===== config.mk =====
export PLATFORM = sky130hd
export DESIGN_NAME = decode_unit
export DESIGN_NICKNAME = d
export VERILOG_FILES = /design/src/rtl/decode_unit.sv
export SDC_FILE = /design/constraint.sdc
export NUM_CORES = 1
export LEC_CHECK = 0
export CORE_MARGIN = 5
export CORE_UTILIZATION = 33
export CTS_CLUSTER_DIAMETER = 50
export DETAILED_ROUTE_END_ITERATION = 8
export PLACE_DENSITY_LB_ADDON = 0.3
export SLEW_MARGIN = 20
export SYNTH_ARGS = -nofsm -noshare
export SYNTH_HDL_FRONTEND = slang
export SYNTH_SLANG_ARGS = --single-unit

===== constraint.sdc =====
create_clock -name clock -period 5.6 [get_ports clock]
set_clock_uncertainty 0.1 [all_clocks]
set_input_delay 1.12 -clock clock [delete_from_list [all_inputs] [get_ports clock]]
set_output_delay 1.12 -clock clock [all_outputs]
set_load 0.005 [all_outputs]

===== src/rtl/decode_unit.sv =====
// RV32I single-cycle instruction decoder: combinational field/immediate/control decode
// plus a run flag that holds state-changing strobes low until the core leaves reset.
module decode_unit #(
    parameter int ADDRESS_BITS = 16
) (
    input  logic                    clock,
    input  logic                    reset,
    input  logic [ADDRESS_BITS-1:0] PC,
    input  logic [31:0]             instruction,
    input  logic [ADDRESS_BITS-1:0] JALR_target,
    input  logic                    branch,
    output logic                    next_PC_select,
    output logic [ADDRESS_BITS-1:0] target_PC,
    output logic [4:0]              read_sel1,
    output logic [4:0]              read_sel2,
    output logic [4:0]              write_sel,
    output logic                    wEn,
    output logic                    branch_op,
    output logic [31:0]             imm32,
    output logic [1:0]              op_A_sel,
    output logic                    op_B_sel,
    output logic [5:0]              ALU_Control,
    output logic                    mem_wEn,
    output logic                    wb_sel
);

    localparam logic [6:0] OP_R      = 7'b0110011;
    localparam logic [6:0] OP_IMM    = 7'b0010011;
    localparam logic [6:0] OP_LOAD   = 7'b0000011;
    localparam logic [6:0] OP_STORE  = 7'b0100011;
    localparam logic [6:0] OP_BRANCH = 7'b1100011;
    localparam logic [6:0] OP_JAL    = 7'b1101111;
    localparam logic [6:0] OP_JALR   = 7'b1100111;
    localparam logic [6:0] OP_LUI    = 7'b0110111;
    localparam logic [6:0] OP_AUIPC  = 7'b0010111;
    localparam logic [6:0] FUNCT7_ALT = 7'b0100000;

    logic                    run_q;
    logic                    run_d;
    logic [6:0]              opcode_s;
    logic [2:0]              funct3_s;
    logic [6:0]              funct7_s;
    logic [31:0]             imm_i_s;
    logic [31:0]             imm_st_s;
    logic [31:0]             imm_b_s;
    logic [31:0]             imm_u_s;
    logic [31:0]             imm_j_s;
    logic [31:0]             imm_s;
    logic [5:0]              alu_s;
    logic [1:0]              opa_s;
    logic                    opb_s;
    logic                    wen_s;
    logic                    mwen_s;
    logic                    wbs_s;
    logic                    bop_s;
    logic                    jump_s;
    logic                    lui_s;
    logic [ADDRESS_BITS-1:0] tgt_s;

    assign opcode_s = instruction[6:0];
    assign funct3_s = instruction[14:12];
    assign funct7_s = instruction[31:25];

    assign imm_i_s  = {{20{instruction[31]}}, instruction[31:20]};
    assign imm_st_s = {{20{instruction[31]}}, instruction[31:25], instruction[11:7]};
    assign imm_b_s  = {{19{instruction[31]}}, instruction[31], instruction[7],
                       instruction[30:25], instruction[11:8], 1'b0};
    assign imm_u_s  = {instruction[31:12], 12'b0};
    assign imm_j_s  = {{11{instruction[31]}}, instruction[31], instruction[19:12],
                       instruction[20], instruction[30:21], 1'b0};

    // Run flag: cleared while reset is low, set on the first edge after release.
    assign run_d = 1'b1;

    // Run flag register with synchronous active-low reset.
    always_ff @(posedge clock) begin
        if (!reset) begin
            run_q <= 1'b0;
        end else begin
            run_q <= run_d;
        end
    end

    // Opcode decode into immediate, ALU op, operand selects, controls and redirect target.
    always_comb begin
        imm_s  = 32'd0;
        alu_s  = 6'b000000;
        opa_s  = 2'b00;
        opb_s  = 1'b1;
        wen_s  = 1'b0;
        mwen_s = 1'b0;
        wbs_s  = 1'b0;
        bop_s  = 1'b0;
        jump_s = 1'b0;
        lui_s  = 1'b0;
        tgt_s  = {ADDRESS_BITS{1'b0}};
        case (opcode_s)
            OP_R: begin
                wen_s = 1'b1;
                opb_s = 1'b0;
                if (funct7_s == FUNCT7_ALT && funct3_s == 3'b000) begin
                    alu_s = 6'b001000;
                end else if (funct7_s == FUNCT7_ALT && funct3_s == 3'b101) begin
                    alu_s = 6'b001101;
                end else begin
                    alu_s = {3'b000, funct3_s};
                end
            end
            OP_IMM: begin
                imm_s = imm_i_s;
                wen_s = 1'b1;
                // Only srai is distinguished by funct7; other shifts keep the raw shamt field.
                if (funct7_s == FUNCT7_ALT && funct3_s == 3'b101) begin
                    alu_s = 6'b001101;
                end else begin
                    alu_s = {3'b000, funct3_s};
                end
            end
            OP_LOAD: begin
                imm_s = imm_i_s;
                wen_s = 1'b1;
                wbs_s = 1'b1;
            end
            OP_STORE: begin
                imm_s  = imm_st_s;
                mwen_s = 1'b1;
            end
            OP_BRANCH: begin
                imm_s = imm_b_s;
                opb_s = 1'b0;
                bop_s = 1'b1;
                alu_s = {3'b010, funct3_s};
                tgt_s = PC + imm_b_s[ADDRESS_BITS-1:0];
            end
            OP_JAL: begin
                imm_s  = imm_j_s;
                wen_s  = 1'b1;
                opa_s  = 2'b10;
                alu_s  = 6'b011111;
                jump_s = 1'b1;
                tgt_s  = PC + imm_j_s[ADDRESS_BITS-1:0];
            end
            OP_JALR: begin
                imm_s  = imm_i_s;
                wen_s  = 1'b1;
                opa_s  = 2'b10;
                alu_s  = 6'b011111;
                jump_s = 1'b1;
                tgt_s  = JALR_target;
            end
            OP_LUI: begin
                imm_s = imm_u_s;
                wen_s = 1'b1;
                lui_s = 1'b1;
            end
            OP_AUIPC: begin
                imm_s = imm_u_s;
                wen_s = 1'b1;
                opa_s = 2'b01;
            end
            default: begin
                imm_s = 32'd0;
            end
        endcase
    end

    assign read_sel1      = lui_s ? 5'd0 : instruction[19:15];
    assign read_sel2      = instruction[24:20];
    assign write_sel      = instruction[11:7];
    assign imm32          = imm_s;
    assign ALU_Control    = alu_s;
    assign op_A_sel       = opa_s;
    assign op_B_sel       = opb_s;
    assign wb_sel         = wbs_s;
    assign branch_op      = bop_s;
    assign target_PC      = tgt_s;
    assign wEn            = wen_s & run_q;
    assign mem_wEn        = mwen_s & run_q;
    assign next_PC_select = run_q & (jump_s | (bop_s & branch));

endmodule


== Word-level counts from Yosys, hierarchy flattened ==
Cells that the tools add are included.
Word-level totals
  logic and storage cells: 42
  output and inout port bits: 77
  register bits: 1
  bits of input ports: 67
Operators by class
  muxes and demuxes: 15
  add/sub/neg operators: 2
  bitwise logic cells: 5
  eq/ne operators: 11
  reductions and logical operators: 8
Operators by type and width (count)
  $pmux 32 s5: 1
  $pmux 16 s3: 1
  $add 16x16->16: 2
  $eq 7x6->1 const B: 4
  $eq 7x7->1 const B: 3
  $pmux 5 s4: 1
  $eq 7x5->1 const B: 2
  $mux 1: 8
  $mux 4: 2
  $eq 7x2->1 const B: 1
  $reduce_or 7->1: 1
  $reduce_or 2->1: 3
  $mux 5: 1
  $and 1x1->1: 4
  $pmux 2 s2: 1
  $eq 3x3->1 const B: 1
  $logic_not 3->1: 1
  $reduce_or 3->1: 1
  $logic_and 1x1->1: 2
  $or 1x1->1: 1

== Depth between registers and ports, before layout ==
  depth in word-level cells: 5
  depth in mapped cells: 16
  depth with buffers taken out: 15

== Worst setup path after synthesis ==
OpenSTA, ideal clock, no wires.
  kind: input to output
  start point: input instruction[4]
  end point: output target_PC[11]
  arrival: 3.504 ns
  data required time: 4.380 ns
  buffers on the path: 1
  slack: 0.876 ns
  cell stages on the path: 15
  cell sequence: nand2b_1 -> or3_1 -> buf_2 -> inv_2 -> nand2_2 -> nand2_1 -> nand2_1 -> ha_1 -> inv_1 -> fa_1 -> nor2b_1 -> o2111ai_1 -> a21oi_1 -> or3_1 -> a32o_1
Between the ends
  cells in the longest elaborated chain, start to end: 2
  elaborated cells between the ends (all ways): 4
  those cells by class: eq/ne (3); mux (1)
RTL lines
  start, declared: line 9  | input logic [31:0] instruction,
  $eq 7x7->1: line 97  | case (opcode_s)
  $pmux 16 s3 (*): line 97
  end, declared: line 13  | output logic [ADDRESS_BITS-1:0] target_PC,
Every way passes the cells marked *; elsewhere a longest branch is shown, timed or not.

== Final worst setup path ==
  start point: input instruction[1]
  end point: output target_PC[14]
Same word-level chain as after synthesis.

==> flow_summary.json <==
{
  "ios": 144,
  "wirelength_mm": 7.69,
  "largestRegisters": "run_q (1)",
  "nets": 500,
  "hold_class": "input port to register",
  "grt_max_degree": 17,
  "largest_reg_flops": 1,
  "synth.net_count": 341,
  "antenna_cells": 0,
  "area_delta_synth_final_pct": 102,
  "largest_register": "run_q",
  "maxSlewViolCount": 0,
  "critical_path_class": "input port to output pin",
  "min_from": "reset",
  "yosysMostFrequentCell": "nand2_1",
  "hold_viol_final": 0,
  "drc": 0,
  "synth_top_area_cell": "ha_1",
  "period_share": 0.975,
  "antenna_found_initial": 0,
  "power_switching_mw": 0.101,
  "setup_violations": 0,
  "status": "finished, final reports clean",
  "core_area_um2": 5110,
  "pre_cts_ws_ns": -0.0977,
  "endpoint_kind": "output pin",
  "ys_async_sr_fraction": 0,
  "die-area_um2": 6800,
  "leakage_nw": 1.69,
  "synthCells": 259,
  "min_period_ns": 5.46,
  "yosysTopAreaCellShare": 0.101,
  "worst_slew_margin_rel": 0.589,
  "ir_drop_v": 0.0000560,
  "avgSynthCellArea_um2": 6.69,
  "nFillCells": 446,
  "drt-pass1-iter-count": 4,
  "startpoint": "instruction[1]",
  "post-dp-hpwl_mm": 6.37,
  "die_w_um": 82.5,
  "ys.flop_type": "dfxtp_1",
  "viasPerCell": 5.16,
  "cap_violations": 0,
  "yosys-top-cells-count": "34 x nand2_1, 22 x a21o_1, 17 x a22o_1, 17 x o21ai_0",
  "yosysSeqAreaShare": 0.0116,
  "intPower_mw": 0.143,
  "fmaxAchievable_ghz": 0.183,
  "synth.distinct_cells": 52,
  "cellPowerDensity_nw_per_um2": 69.4,
  "place.gp.congestion": 0.863,
  "combPwrFrac": 0.968,
  "synth_edf_count": 0,
  "drtAntennaViolNets": 0,
  "yosys_warnings": 0,
  "io_buffers": 142,
  "power_frac_seq": 0.032,
  "arrival_ns": 4.24,
  "netlist_area_um2": 1730,
  "grt_pass1_vias": 2439,
  "drtIter0Drc": 71,
  "grt_overflow": 0,
  "worst_slew_pin_slew_ns": 0.614,
  "finalPower_mw": 0.243,
  "pwr-share-clk": 0,
  "dr_total_vias": 2507,
  "clk_pin_slew_ns": 0,
  "ys_seq_elements": 1,
  "synth_area_leaders": "ha_1 10%, a21o_1 9.5%, a22o_1 8.6%",
  "crit_required_ns": 4.38,
  "grt_pass1_wl_mm": 11.4,
  "critPathMaxFanout": 8,
  "dieHeight_um": 82.5,
  "fin_ws_ns": 0.138,
  "wire_per_inst_um": 15.8,
  "sw_frac_of_total": 0.414,
  "fp-row-count": 26,
  "start_util": 0.339,
  "drive_above_1_share": 0.163,
  "cp-start-kind": "input port",
  "rsz0062_at_grt": "true",
  "grt_usage": 0.210,
  "hold_slack_ns": 1.47
}
-- final cells by class --
cell class                      instances  area, um2  area share
Timing Repair Buffer                  180       1720       0.491
Multi-Input combinational cell        227       1650       0.470
Tap cell                               70       87.6      0.0250
Inverter                                8       30.0     0.00857
Sequential cell                         1       20.0     0.00571
-- cells by family (layout without fill, tap and decap cells) --
logic type | after synthesis | in the layout | synth area share
compound gates | 95 | 95 | 0.381
other cells | 1 | 1 | 0.00216
buf+inv | 31 | 188 | 0.110
fa+ha+maj | 15 | 15 | 0.113
xor+xnor | 13 | 13 | 0.0657
flops | 1 | 1 | 0.0116
simple gates | 101 | 101 | 0.305
mux | 2 | 2 | 0.0116
-- per-stage QoR --
| step | std cells | util | TNS, ns | area [um2] |
|---|---|---|---|---|
| floorplan | 259 | - | 0 | 1730 |
| global route | 486 | 0.686 | -0.0573 | 3510 |
| CTS | 481 | 0.660 | 0 | 3370 |
| global placement | 479 | 0.650 | -0.0761 | 3320 |
| finish | 486 | 0.686 | 0 | 3510 |
| detailed placement | 479 | 0.650 | -0.353 | 3320 |
-- metal layers --
metal	track usage	part of all wire
met3	0.0249	0.078
met1	0.254	0.39
met4	0.0249	0.012
met5	0	0
met2	0.402	0.52
-- cell usage in the layout (no fill, tap or decap), types with 5 or more instances in the layout --
cell type	n
clkdlybuf4s50_1	135
xor2_1	5
nand2_1	33
inv_1	7
ha_1	13
nor2_1	16
o21ai_0	13
nor3_1	5
dlymetal6s2s_1	6
a22o_1	17
a21oi_1	14
xnor2_1	7
a21o_1	22
and2_1	14
nand2b_1	5
buf_4	38
-- critical path, stage by stage --
cell             delay (ns)
clkdlybuf4s50_1        0.47
nand2_2                0.07
or3_4                  0.39
inv_2                  0.09
nand2_4                0.08
nand2_1                0.09
o21ai_1                0.10
ha_1                   0.32
buf_4                  0.15
nand3_2                0.09
buf_4                  0.12
nor2_1                 0.04
a21oi_2                0.17
o41ai_2                0.10
xor2_1                 0.15
a22o_1                 0.24
clkdlybuf4s50_1        0.44
-- path summary, 6_finish.rpt --
kind             to  cells past startpoint  slack [ns]
max   target_PC[14]                     17        0.14
min           run_q                      1        1.47
-- power by group through the flow --
stage	Combinational (mW)	Clock [mW]	Sequential, mW
2_1_floorplan	0.0991	0	0.00782
3_3_place_gp	0.209	0	0.00788
3_5_place_dp	0.212	0	0.00787
4_1_cts	0.220	0	0.00787
5_1_grt	0.255	0	0.00792
6_report	0.236	0	0.00787
-- repair_timing --
item / CTS / global route
endpoints found under the setup margin: 6 / 10
hold buffers: 0 / 0
pin swaps: 4 / 11
resized for setup: 12 / 22
setup buffers: 2 / 5
(Power assumes the default switching activity.)
